==> config.mk <==
export PLATFORM = sky130hd
export DESIGN_NAME = and_result_tx
export DESIGN_NICKNAME = d
export VERILOG_FILES = /design/src/rtl/and_result_tx.sv
export SDC_FILE = /design/constraint.sdc
export NUM_CORES = 1
export LEC_CHECK = 0
export BUFFER_PORTS_ARGS = -buffer_cell sky130_fd_sc_hd__buf_2
export CORE_MARGIN = 1
export CORE_UTILIZATION = 45
export DETAILED_ROUTE_END_ITERATION = 16
export PLACE_DENSITY = 0.75
export SLEW_MARGIN = 20
export SYNTH_ARGS = -nofsm -noshare
export SYNTH_HDL_FRONTEND = slang
export SYNTH_SLANG_ARGS = --single-unit
==> constraint.sdc <==
create_clock -name clk -period 1.4 [get_ports clk]
set_input_delay 0.28 -clock clk [delete_from_list [all_inputs] [get_ports clk]]
set_output_delay 0.28 -clock clk [all_outputs]
set_load 0.05 [all_outputs]
==> src/rtl/and_result_tx.sv <==
// and_result_tx: serial transmit end for the 8-bit AND datapath.
// On an accepted start it latches a & b, then sends one idle-high frame:
// a start bit, 8 data bits LSB first, an optional even-parity bit, and a stop bit.
// Optional feature macro: AND_TX_PARITY_EN (adds the even-parity bit, 11-bit frame).
module and_result_tx #(
    parameter int unsigned CLKS_PER_BIT = 4
) (
    input  logic       clk,
    input  logic       reset,
    input  logic [7:0] a,
    input  logic [7:0] b,
    input  logic       start,
    output logic       busy,
    output logic       done,
    output logic       tx,
    output logic [7:0] y
);

    localparam int unsigned          BAUD_W    = $clog2(CLKS_PER_BIT) + 1;
    localparam logic [BAUD_W-1:0]    BAUD_LAST = BAUD_W'(CLKS_PER_BIT - 1);

    typedef enum logic [2:0] {
        IDLE,
        START,
        DATA,
`ifdef AND_TX_PARITY_EN
        PARITY,
`endif
        STOP
    } state_t;

    state_t            state;
    logic [BAUD_W-1:0] baud_cnt;
    logic [2:0]        bit_cnt;
    logic [7:0]        shreg;
    logic              bit_end;

    // Last cycle of the current frame bit.
    always_comb begin
        bit_end = (baud_cnt == BAUD_LAST);
    end

    // Frame sequencer; tx, busy and done are registered so they change together
    // with the state they belong to.
    always_ff @(posedge clk) begin
        if (reset) begin
            state    <= IDLE;
            baud_cnt <= '0;
            bit_cnt  <= '0;
            shreg    <= '0;
            y        <= '0;
            tx       <= 1'b1;
            busy     <= 1'b0;
            done     <= 1'b0;
        end else begin
            done <= 1'b0;
            case (state)
                IDLE: begin
                    if (start) begin
                        y        <= a & b;
                        shreg    <= a & b;
                        bit_cnt  <= '0;
                        baud_cnt <= '0;
                        state    <= START;
                        tx       <= 1'b0;
                        busy     <= 1'b1;
                    end
                end
                START: begin
                    if (bit_end) begin
                        baud_cnt <= '0;
                        state    <= DATA;
                        tx       <= shreg[0];
                    end else begin
                        baud_cnt <= baud_cnt + BAUD_W'(1);
                    end
                end
                DATA: begin
                    if (bit_end) begin
                        // tx is registered, so the next bit is taken from shreg[1]
                        // in the same edge that shifts the register.
                        baud_cnt <= '0;
                        shreg    <= shreg >> 1;
                        bit_cnt  <= bit_cnt + 3'd1;
                        if (bit_cnt == 3'd7) begin
`ifdef AND_TX_PARITY_EN
                            state <= PARITY;
                            tx    <= ^y;
`else
                            state <= STOP;
                            tx    <= 1'b1;
`endif
                        end else begin
                            tx <= shreg[1];
                        end
                    end else begin
                        baud_cnt <= baud_cnt + BAUD_W'(1);
                    end
                end
`ifdef AND_TX_PARITY_EN
                PARITY: begin
                    if (bit_end) begin
                        baud_cnt <= '0;
                        state    <= STOP;
                        tx       <= 1'b1;
                    end else begin
                        baud_cnt <= baud_cnt + BAUD_W'(1);
                    end
                end
`endif
                STOP: begin
                    if (bit_end) begin
                        baud_cnt <= '0;
                        state    <= IDLE;
                        tx       <= 1'b1;
                        busy     <= 1'b0;
                        done     <= 1'b1;
                    end else begin
                        baud_cnt <= baud_cnt + BAUD_W'(1);
                    end
                end
                default: begin
                    state <= IDLE;
                    tx    <= 1'b1;
                    busy  <= 1'b0;
                end
            endcase
        end
    end

endmodule
# Yosys cells after proc, flatten, opt, wreduce, memory -nomap -nowiden
# Index checks and enable logic that the tools add are counted.
# op_classes
addsub	2
n_eq_ne	10
mux	24
bitwise_logic	3
n_reduce_logical	12
# ops
operator	count
2-to-1 mux 3 bit	8
2-to-1 mux 8 bit	2
one-hot mux 8 bit (2 select lines)	1
one-hot mux 3 bit (2 select lines)	2
one-hot mux 3 bit (4 select lines)	1
!= test 2 bit (second input constant)	5
== test 3 x 2 -> 1 bit (second input constant)	3
AND 8 bit	1
2-to-1 mux 1 bit	8
adder 3 x 1 -> 3 bit (second input constant)	2
AND reduction 3 bit	2
AND reduction 5 bit	1
one-hot mux 1 bit (4 select lines)	1
AND reduction 2 bit	2
AND reduction 4 bit	1
nonzero test 2 bit	2
OR reduction 2 bit	2
== test 3 x 1 -> 1 bit (second input constant)	1
== test 3 bit (second input constant)	1
logical NOT 3 bit	1
one-hot mux 1 bit (3 select lines)	1
OR reduction 3 bit	1
NOT 1 bit	2
# word_totals
ff_bits	28
in_bits	19
output_inout_bits	11
wordCells	59

# Depth between registers and ports, before layout
# Gate-level depths: netlist of run 1.
# depth
ltp_word	4
ltp_mapped	7
depth_no_buf	6

# Worst setup path before layout of run 1
# OpenSTA, ideal clock, no wires.
# synth_path
path_kind	register to register
start	register state[0]
end	register state[0]
arrival_time_ps	1426
required_time_ps	1330
path_slack_ps	-96
stages_incl_launch_ff	7
path_buffers	0
period_less_slack_ps	1496
cell_sequence	dfxtp_1 inv_1 ha_1 nor2_2 o22ai_2 or4_1 a21oi_1
# synth_via
elab_chain_cells	3
word_cells_on_any_way	11
cone_classes	eq/ne: 8; mux: 1; reduce/logical: 2
# synth_rtl
item	line_no	rtl
start, declared	32	state_t state;
start signal, assigned	47	state <= IDLE;
start signal, assigned	64	state <= START;
start signal, assigned	72	state <= DATA;
== test 3 x 2 -> 1 bit, or another cell as far along	57	case (state)
!= test 2 bit (no line)	-	
AND reduction 5 bit (no line)	-	
# Parallel ways exist; a longest one is shown, timed or not.
# A chain may end at the register's enable or synchronous reset.

# Final worst setup path of run 1
# Ends and elaborated chain as after synthesis.

==> results.md, run 1 <==
Global routing
- 5.19 mm — global-route wire length before repair
- 0 — initial antenna violation count
- 0.209 — global-route usage over all layers
- 1204 — number of global-route vias before repair
- 0 — global route total overflow
- 20 — pin count of the biggest net entering global routing

Floorplanning
- 19 — num rows
- 56.0 µm — Chip Height
- 56.0 µm — die width
- 30 — I/O pin cnt
- 0.476 — Initial Utilization
- 3140 µm² — area of the die
- 2760 µm² — core outline area

Placed design
- 1620 µm² — Cell Area, Placed
- -0.128 ns — pre-CTS worst setup slack
- 2.32 mm — HPWL after detailed placement
- 0.858 — final estimated routing congestion in global placement
- 29 — Port Buffers

STA
- 17 — Setup-failing EPs final
- true — setup repair after global routing missed its margin
- 0 — final hold vios
- 0 — final max-slew violation count
- 1.53 ns — final period demand of the worst path
- 0.759 — worst slew slack as a fraction of its limit
- 0.0230 ns — Fin Clk Skew
- -0.129 ns — slack of the critical path
- 0.362 ns — Worst Max-Slew Pin Slew
- 1.09 — Period Utilization, post-route
- -1.24 ns — sum of negative setup slack
- 0.654 GHz — Max Clock Freq

Drt
- 4 — number of detailed-routing iterations run before antenna repair
- 23 — First DRT Iteration DRCs
- 1299 — via count
- 0 — remaining number of nets flagged by the antenna check after routing
- 3.46 mm — aggregate routed wire length
- 5.62 — number of vias per cell
- 15.0 µm — post-DR wirelength/cell
- 0 — detailed-route DRC error count

Min path
- b[0] — Hold Path Origin
- in2reg — class of the worst hold path
- 3 — number of cells on the worst hold path
- y[0]$_SDFFE_PP0P_ — terminating pin of the worst hold path

Setup path
- sky130_fd_sc_hd__dfxtp_4 — critical-path cell with the highest stage delay
- flip-flop — kind of launch point of the worst setup path
- inv_4 > ha_4 > nor2b_4 > a21o_1 > buf_4 > o21ai_0 > a21oi_2 — cells traversed along the worst timing path
- 1.79 ns — arrival time of the worst setup path
- state[0]$_SDFFE_PP0P_ — worst flop-to-flop path startpoint
- -0.13 ns — slack of the worst reg-to-reg path
- compound AO/OA/AOI/OAI gates — delay-heaviest family, CP
- state[0]$_SDFFE_PP0P_ — destination of the worst register-to-register timing path
- 2 — CP bufs+invs
- 0.40 ns — largest incremental delay on the critical path
- 4 — CP max FO
- flip-flop — type of element capturing the critical path
- 7 — cells on worst reg2reg path
- 1.66 ns — Worst Path Required
- reg2reg — critical setup path kind

Logic synthesis
- 33 — number of library cell types mapped by synthesis
- 8.76 µm² — Post-Syn Area per Cell
- 177 — syn nets
- 27 — synthesized flop and latch total
- 1310 µm² — mapped cell area
- 0.411 — sequential fraction of the synthesis area
- 150 — number of instances in the synthesized netlist
- 0 — Yosys warning total

Clock tree
- 2 — maximum buffer depth of the clock tree
- 3 — number of buffers inserted during clock tree synthesis
- sky130_fd_sc_hd__clkbuf_4 — clock root buffer master
- 0 — CTS hold repair buffers
- 0.16 ns — clock transition at the registers of the reported paths
- 0.36 ns — later-pin clock latency in the skew report
- done — CTS tree
- 1 — CTS HTree Levels
- 27 — Clock Sink Count

Outcome
- finished, violations left — result of the run
- setup timing — failing checks

Cells and area
- 0 — count of antenna diodes in the layout
- sky130_fd_sc_hd__buf_2 — most common cell after layout, fill and taps aside
- 228 — count of nets after finishing
- 36.5% — area growth from synthesis to final layout
- 0.440 — fraction of layout instances using a drive strength above 1
- 1790 µm² — design area
- sky130_fd_sc_hd__buf_2, sky130_fd_sc_hd__dfxtp_1, sky130_fd_sc_hd__a21oi_1, sky130_fd_sc_hd__buf_4, sky130_fd_sc_hd__nor2_1 — commonest cells after routing, fill and taps aside

Pwr
- 0.00141 V — maximum ir drop on the vdd rail
- 0.789 nW — leakage
- 2070 nW/µm² — power density over the cells

Job
- 0 — Max Cap Viol

[through the flow]
| step | utilization | std cells | hold slack [ns] | power (mW) |
|---|---|---|---|---|
| finish | 0.650 | 231 | 0.175 | 3.71 |
| global route | 0.650 | 231 | 0.176 | 3.91 |
| CTS | 0.618 | 229 | 0.172 | 3.32 |
| detailed placement | 0.588 | 221 | 0.452 | 2.78 |
| global placement | 0.588 | 221 | 0.440 | 2.70 |
| floorplan | - | 150 | 0.444 | 2.26 |
[worst max-delay path by stage]
stage                              from  depth (start not counted)  slack, ns                 endpoint
2_1_floorplan     state[1]$_SDFFE_PP0P_                          7      -0.03  bit_cnt[0]$_SDFFE_PP0P_
3_3_place_gp      state[1]$_SDFFE_PP0P_                          7      -0.03    shreg[2]$_SDFFE_PP0P_
3_5_place_dp   baud_cnt[0]$_SDFFE_PP0P_                          6      -0.13    shreg[1]$_SDFFE_PP0P_
4_1_cts           state[0]$_SDFFE_PP0P_                          7       -0.1  bit_cnt[0]$_SDFFE_PP0P_
5_1_grt           state[1]$_SDFFE_PP0P_                          7      -0.21    shreg[0]$_SDFFE_PP0P_
6_report          state[0]$_SDFFE_PP0P_                          7      -0.13    state[0]$_SDFFE_PP0P_
[cells in the mapped netlist, drive strengths merged]
library cell | n | area [µm²]
a211oi | 8 | 85.1
a21o | 2 | 15.0
a21oi | 23 | 115
a22oi | 1 | 7.51
and2b | 1 | 10.0
and3 | 7 | 43.8
buf | 6 | 32.5
clkbuf | 3 | 12.5
dfxtp | 27 | 541
ha | 8 | 100
inv | 4 | 15.0
mux2i | 1 | 10.0
nand2 | 10 | 37.5
nand2b | 4 | 32.5
nand3 | 3 | 15.0
nand4 | 9 | 56.3
nor2 | 18 | 70.1
nor2b | 2 | 20.0
nor3b | 2 | 15.0
nor4 | 1 | 6.26
o21ai | 5 | 25.0
o22a | 1 | 8.76
o22ai | 1 | 12.5
o41a | 1 | 11.3
o41ai | 1 | 8.76
or4 | 1 | 7.51
[kinds of logic after synthesis]
group                      synth area share
adders and majority gates            0.0762
DFF                                   0.411
buffers and inverters                0.0457
and+or+nand+nor                       0.239
muxes                               0.00762
AOI/OAI and AO/OA                     0.220
[power by group]
group	switching (mW)	internal [mW]	leakage, nW
sequential	0.143	0.977	0.223
clock	0.256	0.110	0.0139
combinational	1.17	1.06	0.553
total	1.57	2.14	0.789
[state kept, by name, summed over array words and instances (netlist names)]
signal and cells:
bit_cnt 3, shreg 8, y 8, state 2, done 1, baud_cnt 3
tx 1, busy 1
[worst reg2reg max path: cells and delay by family, from the launching register on]
family          cells  cell delay, ns
compound gates      3            0.52
fa+ha+maj           1            0.17
flops               1            0.40
simple gates        1            0.14
buf+inv             2            0.20
[cell type report]
type | instances | area [µm²]
fill | 209 | 965
multi-input combinational | 110 | 796
sequential | 27 | 549
timing repair buffer | 55 | 359
clock inverter | 1 | 7.51
inverter | 4 | 20.0
tap | 31 | 38.8
clock buffer | 3 | 22.5
[metal layers]
metal / global-route usage / vias up / part of all wire
li1: - / 638 / -
met1: 0.252 / 627 / 0.43
met2: 0.364 / 27 / 0.52
met3: 0.0395 / 7 / 0.034
met4: 0.0836 / 0 / 0.019
met5: 0 / - / 0
[what timing repair did]
item | CTS | global route
pin swaps | 7 | 4
gates resized for setup | 8 | 21
buffers inserted | 4 | 2
endpoints found under the setup margin | 16 | 20
cloned | 0 | 1
(Power assumes the default switching activity.)
==> inputs of run 2 (changes only) <==
--- a/config.mk
+++ b/config.mk
@@ -5,6 +5,7 @@
 export SDC_FILE = /design/constraint.sdc
 export NUM_CORES = 1
 export LEC_CHECK = 0
+export ABC_AREA = 1
 export BUFFER_PORTS_ARGS = -buffer_cell sky130_fd_sc_hd__buf_2
 export CORE_MARGIN = 1
 export CORE_UTILIZATION = 45
==> results.md, run 2 <==
Min path
- 2 — number of cells on the worst hold path, was 3
- reset — Hold Path Origin, was b[0]
- in2reg — class of the worst hold path, unchanged
- baud_cnt[0]$_SDFFE_PP0P_ — terminating pin of the worst hold path, was y[0]$_SDFFE_PP0P_

Logic synthesis
- 212 — syn nets, was 177
- 7.36 µm² — Post-Syn Area per Cell, was 8.76 µm²
- sky130_fd_sc_hd__nand2_1, sky130_fd_sc_hd__dfxtp_1, sky130_fd_sc_hd__nor2_1, sky130_fd_sc_hd__inv_1, sky130_fd_sc_hd__o21ai_0 — most instantiated cells after synthesis, was sky130_fd_sc_hd__dfxtp_1, sky130_fd_sc_hd__a21oi_1, sky130_fd_sc_hd__nor2_1, sky130_fd_sc_hd__nand2_1, sky130_fd_sc_hd__nand4_1
- 1360 µm² — mapped cell area, was 1310 µm²
- sky130_fd_sc_hd__dfxtp_1, sky130_fd_sc_hd__nand2_1, sky130_fd_sc_hd__ha_1, sky130_fd_sc_hd__nor2_1, sky130_fd_sc_hd__inv_1 — top post-synthesis cells by area, was sky130_fd_sc_hd__dfxtp_1, sky130_fd_sc_hd__a21oi_1, sky130_fd_sc_hd__ha_1, sky130_fd_sc_hd__nor2_1, sky130_fd_sc_hd__a211oi_2
- 185 — number of instances in the synthesized netlist, was 150
- 0.397 — top-area cell type share of the netlist area, was 0.411
- 0 — Yosys warning total, unchanged
- 0 — EDFF count, synth, unchanged
- 20 — number of library cell types mapped by synthesis, was 33
- 27 — synthesized flop and latch total, unchanged
- sky130_fd_sc_hd__dfxtp_1 — dominant register cell in the synthesized netlist, unchanged
- sky130_fd_sc_hd__dfxtp_1 — top cell type by total area after synthesis, unchanged
- 0.397 — sequential fraction of the synthesis area, was 0.411
- sky130_fd_sc_hd__nand2_1 — count leader, synth, was sky130_fd_sc_hd__dfxtp_1
- 0 — FFs w/ async S/R, synth, unchanged

Clock tree
- 2 — maximum buffer depth of the clock tree, unchanged
- 0 — CTS hold repair buffers, unchanged
- 0 — post-CTS setup-driven buffer insertion count, was 4
- 0.16 ns — clock transition at the registers of the reported paths, about the same
- 0.34 ns — later-pin clock latency in the skew report, was 0.36 ns
- 27 — Clock Sink Count, unchanged
- 3 — number of buffers inserted during clock tree synthesis, unchanged
- 1 — CTS HTree Levels, unchanged
- sky130_fd_sc_hd__clkbuf_4 — clock root buffer master, unchanged
- done — CTS tree, unchanged

Drt
- 39 — First DRT Iteration DRCs, was 23
- 0 — detailed-route DRC error count, unchanged
- 4.81 — number of vias per cell, was 5.62
- 1237 — via count, was 1299
- 0 — remaining number of nets flagged by the antenna check after routing, unchanged
- 4 — number of detailed-routing iterations run before antenna repair, unchanged
- 10.3 µm — post-DR wirelength/cell, was 15.0 µm
- 2.65 mm — aggregate routed wire length, was 3.46 mm

Cells and area
- sky130_fd_sc_hd__nand2_1, sky130_fd_sc_hd__buf_2, sky130_fd_sc_hd__dfxtp_1, sky130_fd_sc_hd__nor2_1, sky130_fd_sc_hd__inv_1 — commonest cells after routing, fill and taps aside, was sky130_fd_sc_hd__buf_2, sky130_fd_sc_hd__dfxtp_1, sky130_fd_sc_hd__a21oi_1, sky130_fd_sc_hd__buf_4, sky130_fd_sc_hd__nor2_1
- 25.2% — area growth from synthesis to final layout, was 36.5%
- 254 — count of nets after finishing, was 228
- 0.358 — fraction of layout instances using a drive strength above 1, was 0.440
- 0.607 — Core Util, Final, was 0.650
- shreg x8, y x8 — largest registers, unchanged
- sky130_fd_sc_hd__nand2_1 — most common cell after layout, fill and taps aside, was sky130_fd_sc_hd__buf_2
- 0 — count of antenna diodes in the layout, unchanged
- 272 — layout filler cell count, was 209

STA
- 0 — final max-slew violation count, unchanged
- 0.00914 ns — Fin Clk Skew, was 0.0230 ns
- 0.938 — Period Utilization, post-route, was 1.09
- 0.837 — worst slew slack as a fraction of its limit, was 0.759
- 0 — Setup-failing EPs final, was 17
- 0 — final hold vios, unchanged
- 0.243 ns — Worst Max-Slew Pin Slew, was 0.362 ns
- 1.31 ns — final period demand of the worst path, was 1.53 ns
- 0.761 GHz — Max Clock Freq, was 0.654 GHz
- 0.0862 ns — slack of the critical path, was -0.129 ns

Global routing
- 4.63 mm — global-route wire length before repair, was 5.19 mm
- 1110 — number of global-route vias before repair, was 1204
- 0.178 — global-route usage over all layers, was 0.209
- 24 — pin count of the biggest net entering global routing, was 20
- 0 — initial antenna violation count, unchanged
- 0 — global route total overflow, unchanged

Setup path
- 0.09 ns — slack of the worst reg-to-reg path, was -0.13 ns
- 1.64 ns — Worst Path Required, was 1.66 ns
- flip-flop — type of element capturing the critical path, unchanged
- 1.55 ns — arrival time of the worst setup path, was 1.79 ns
- flip-flop — kind of launch point of the worst setup path, unchanged
- reg2reg — critical setup path kind, unchanged
- 4 — CP max FO, unchanged
- 9 — cells on worst reg2reg path, was 7
- state[1]$_SDFFE_PP0P_ — worst flop-to-flop path startpoint, was state[0]$_SDFFE_PP0P_
- tx$_SDFFE_PP1P_ — destination of the worst register-to-register timing path, was state[0]$_SDFFE_PP0P_

Pwr
- 0.831 nW — leakage, was 0.789 nW
- 2040 nW/µm² — power density over the cells, was 2070 nW/µm²
- 3.47 mW — post-route total power, was 3.71 mW
- 0.00121 V — maximum ir drop on the vdd rail, was 0.00141 V

Floorplanning
- 57 µm — die width, was 56.0 µm
- 0.485 — Initial Utilization, was 0.476
- 3250 µm² — area of the die, was 3140 µm²
- 2810 µm² — core outline area, was 2760 µm²
- 19 — num rows, unchanged
- 30 — I/O pin cnt, unchanged
- 57 µm — Chip Height, was 56.0 µm

Placed design
- 1.95 mm — HPWL after detailed placement, was 2.32 mm
- 0.00540 ns — pre-CTS worst setup slack, was -0.128 ns
- 0.824 — final estimated routing congestion in global placement, was 0.858
- 29 — Port Buffers, unchanged

Outcome
- complete, no violations — result of the run, was finished, violations left

Job
- 0 — Max Cap Viol, unchanged

## run 2: metal layers
| layer | part of all wire | up-vias | track usage |
|---|---|---|---|
| met2 | 0.45 | 33 | 0.292 |
| met4 | 0 | 0 | 0.0105 |
| met1 | 0.50 | 531 | 0.246 |
| met5 | 0 | - | 0 |
| met3 | 0.045 | 0 | 0.0476 |
| li1 | - | 673 | - |
## run 2: per-stage QoR
step	std cells	cell area (µm²)	hold WS, ns	TNS (ns)
finish	257	1700	0.156	0
global route	257	1700	0.150	-0.00724
CTS	257	1660	0.148	0
detailed placement	253	1620	0.454	0
global placement	253	1620	0.444	0
floorplan	185	1360	0.349	0
## run 2: critical path, cell delays in order, from the launching register on
cell and delay (ns):
sky130_fd_sc_hd__dfxtp_4 0.41, sky130_fd_sc_hd__inv_2 0.06, sky130_fd_sc_hd__ha_4 0.17, sky130_fd_sc_hd__nand2_2 0.11, sky130_fd_sc_hd__buf_4 0.14, sky130_fd_sc_hd__nand2_2 0.07
sky130_fd_sc_hd__inv_1 0.08, sky130_fd_sc_hd__nand2_1 0.06, sky130_fd_sc_hd__nand2_1 0.06, sky130_fd_sc_hd__nand3_1 0.06
## run 2: cells by family (layout without fill, tap and decap cells)
family	Yosys count	after routing	synth area share
AOI/OAI and AO/OA	41	41	0.178
adders and majority gates	8	8	0.0735
buffers and inverters	28	69	0.0892
DFF	27	27	0.397
and+or+nand+nor	81	81	0.262
## run 2: worst max-delay path by stage
stage                                from                     to  slack (ns)  cells after the start
finish              state[1]$_SDFFE_PP0P_        tx$_SDFFE_PP1P_        0.09                      9
global route        state[1]$_SDFFE_PP0P_        tx$_SDFFE_PP1P_      -0.006                      9
CTS                 state[1]$_SDFFE_PP0P_  shreg[6]$_SDFFE_PP0P_        0.01                      8
detailed placement  state[1]$_SDFFE_PP0P_      y[4]$_SDFFE_PP0P_       0.005                      7
global placement    state[0]$_SDFFE_PP0P_  state[0]$_SDFFE_PP0P_        0.06                      7
floorplan           state[0]$_SDFFE_PP0P_  shreg[2]$_SDFFE_PP0P_        0.04                      7
## run 2: what timing repair did
item                                    4_1_cts  5_1_grt
pin swaps                                     0        1
gates cloned                                  0        0
endpoints found under the setup margin        9       26
gates resized for setup                       1       16
hold endpoints to repair                      0        0
## run 2: layout make-up
cell class / instances / area (µm²) / share of cell area
multi-input cells: 130 / 732 / 0.430
flip-flops and latches: 27 / 547 / 0.321
repair buffers: 43 / 270 / 0.159
inverters: 22 / 85.1 / 0.0499
well taps: 31 / 38.8 / 0.0228
clock buffers: 3 / 22.5 / 0.0132
clock inverters: 1 / 8.76 / 0.00514
## run 2: power by group
| group | internal [mW] | switching (mW) | leakage, nW |
|---|---|---|---|
| Sequential | 1.00 | 0.123 | 0.224 |
| Clock | 0.117 | 0.253 | 0.0183 |
| Combinational | 0.729 | 1.25 | 0.589 |
| Total | 1.85 | 1.62 | 0.831 |
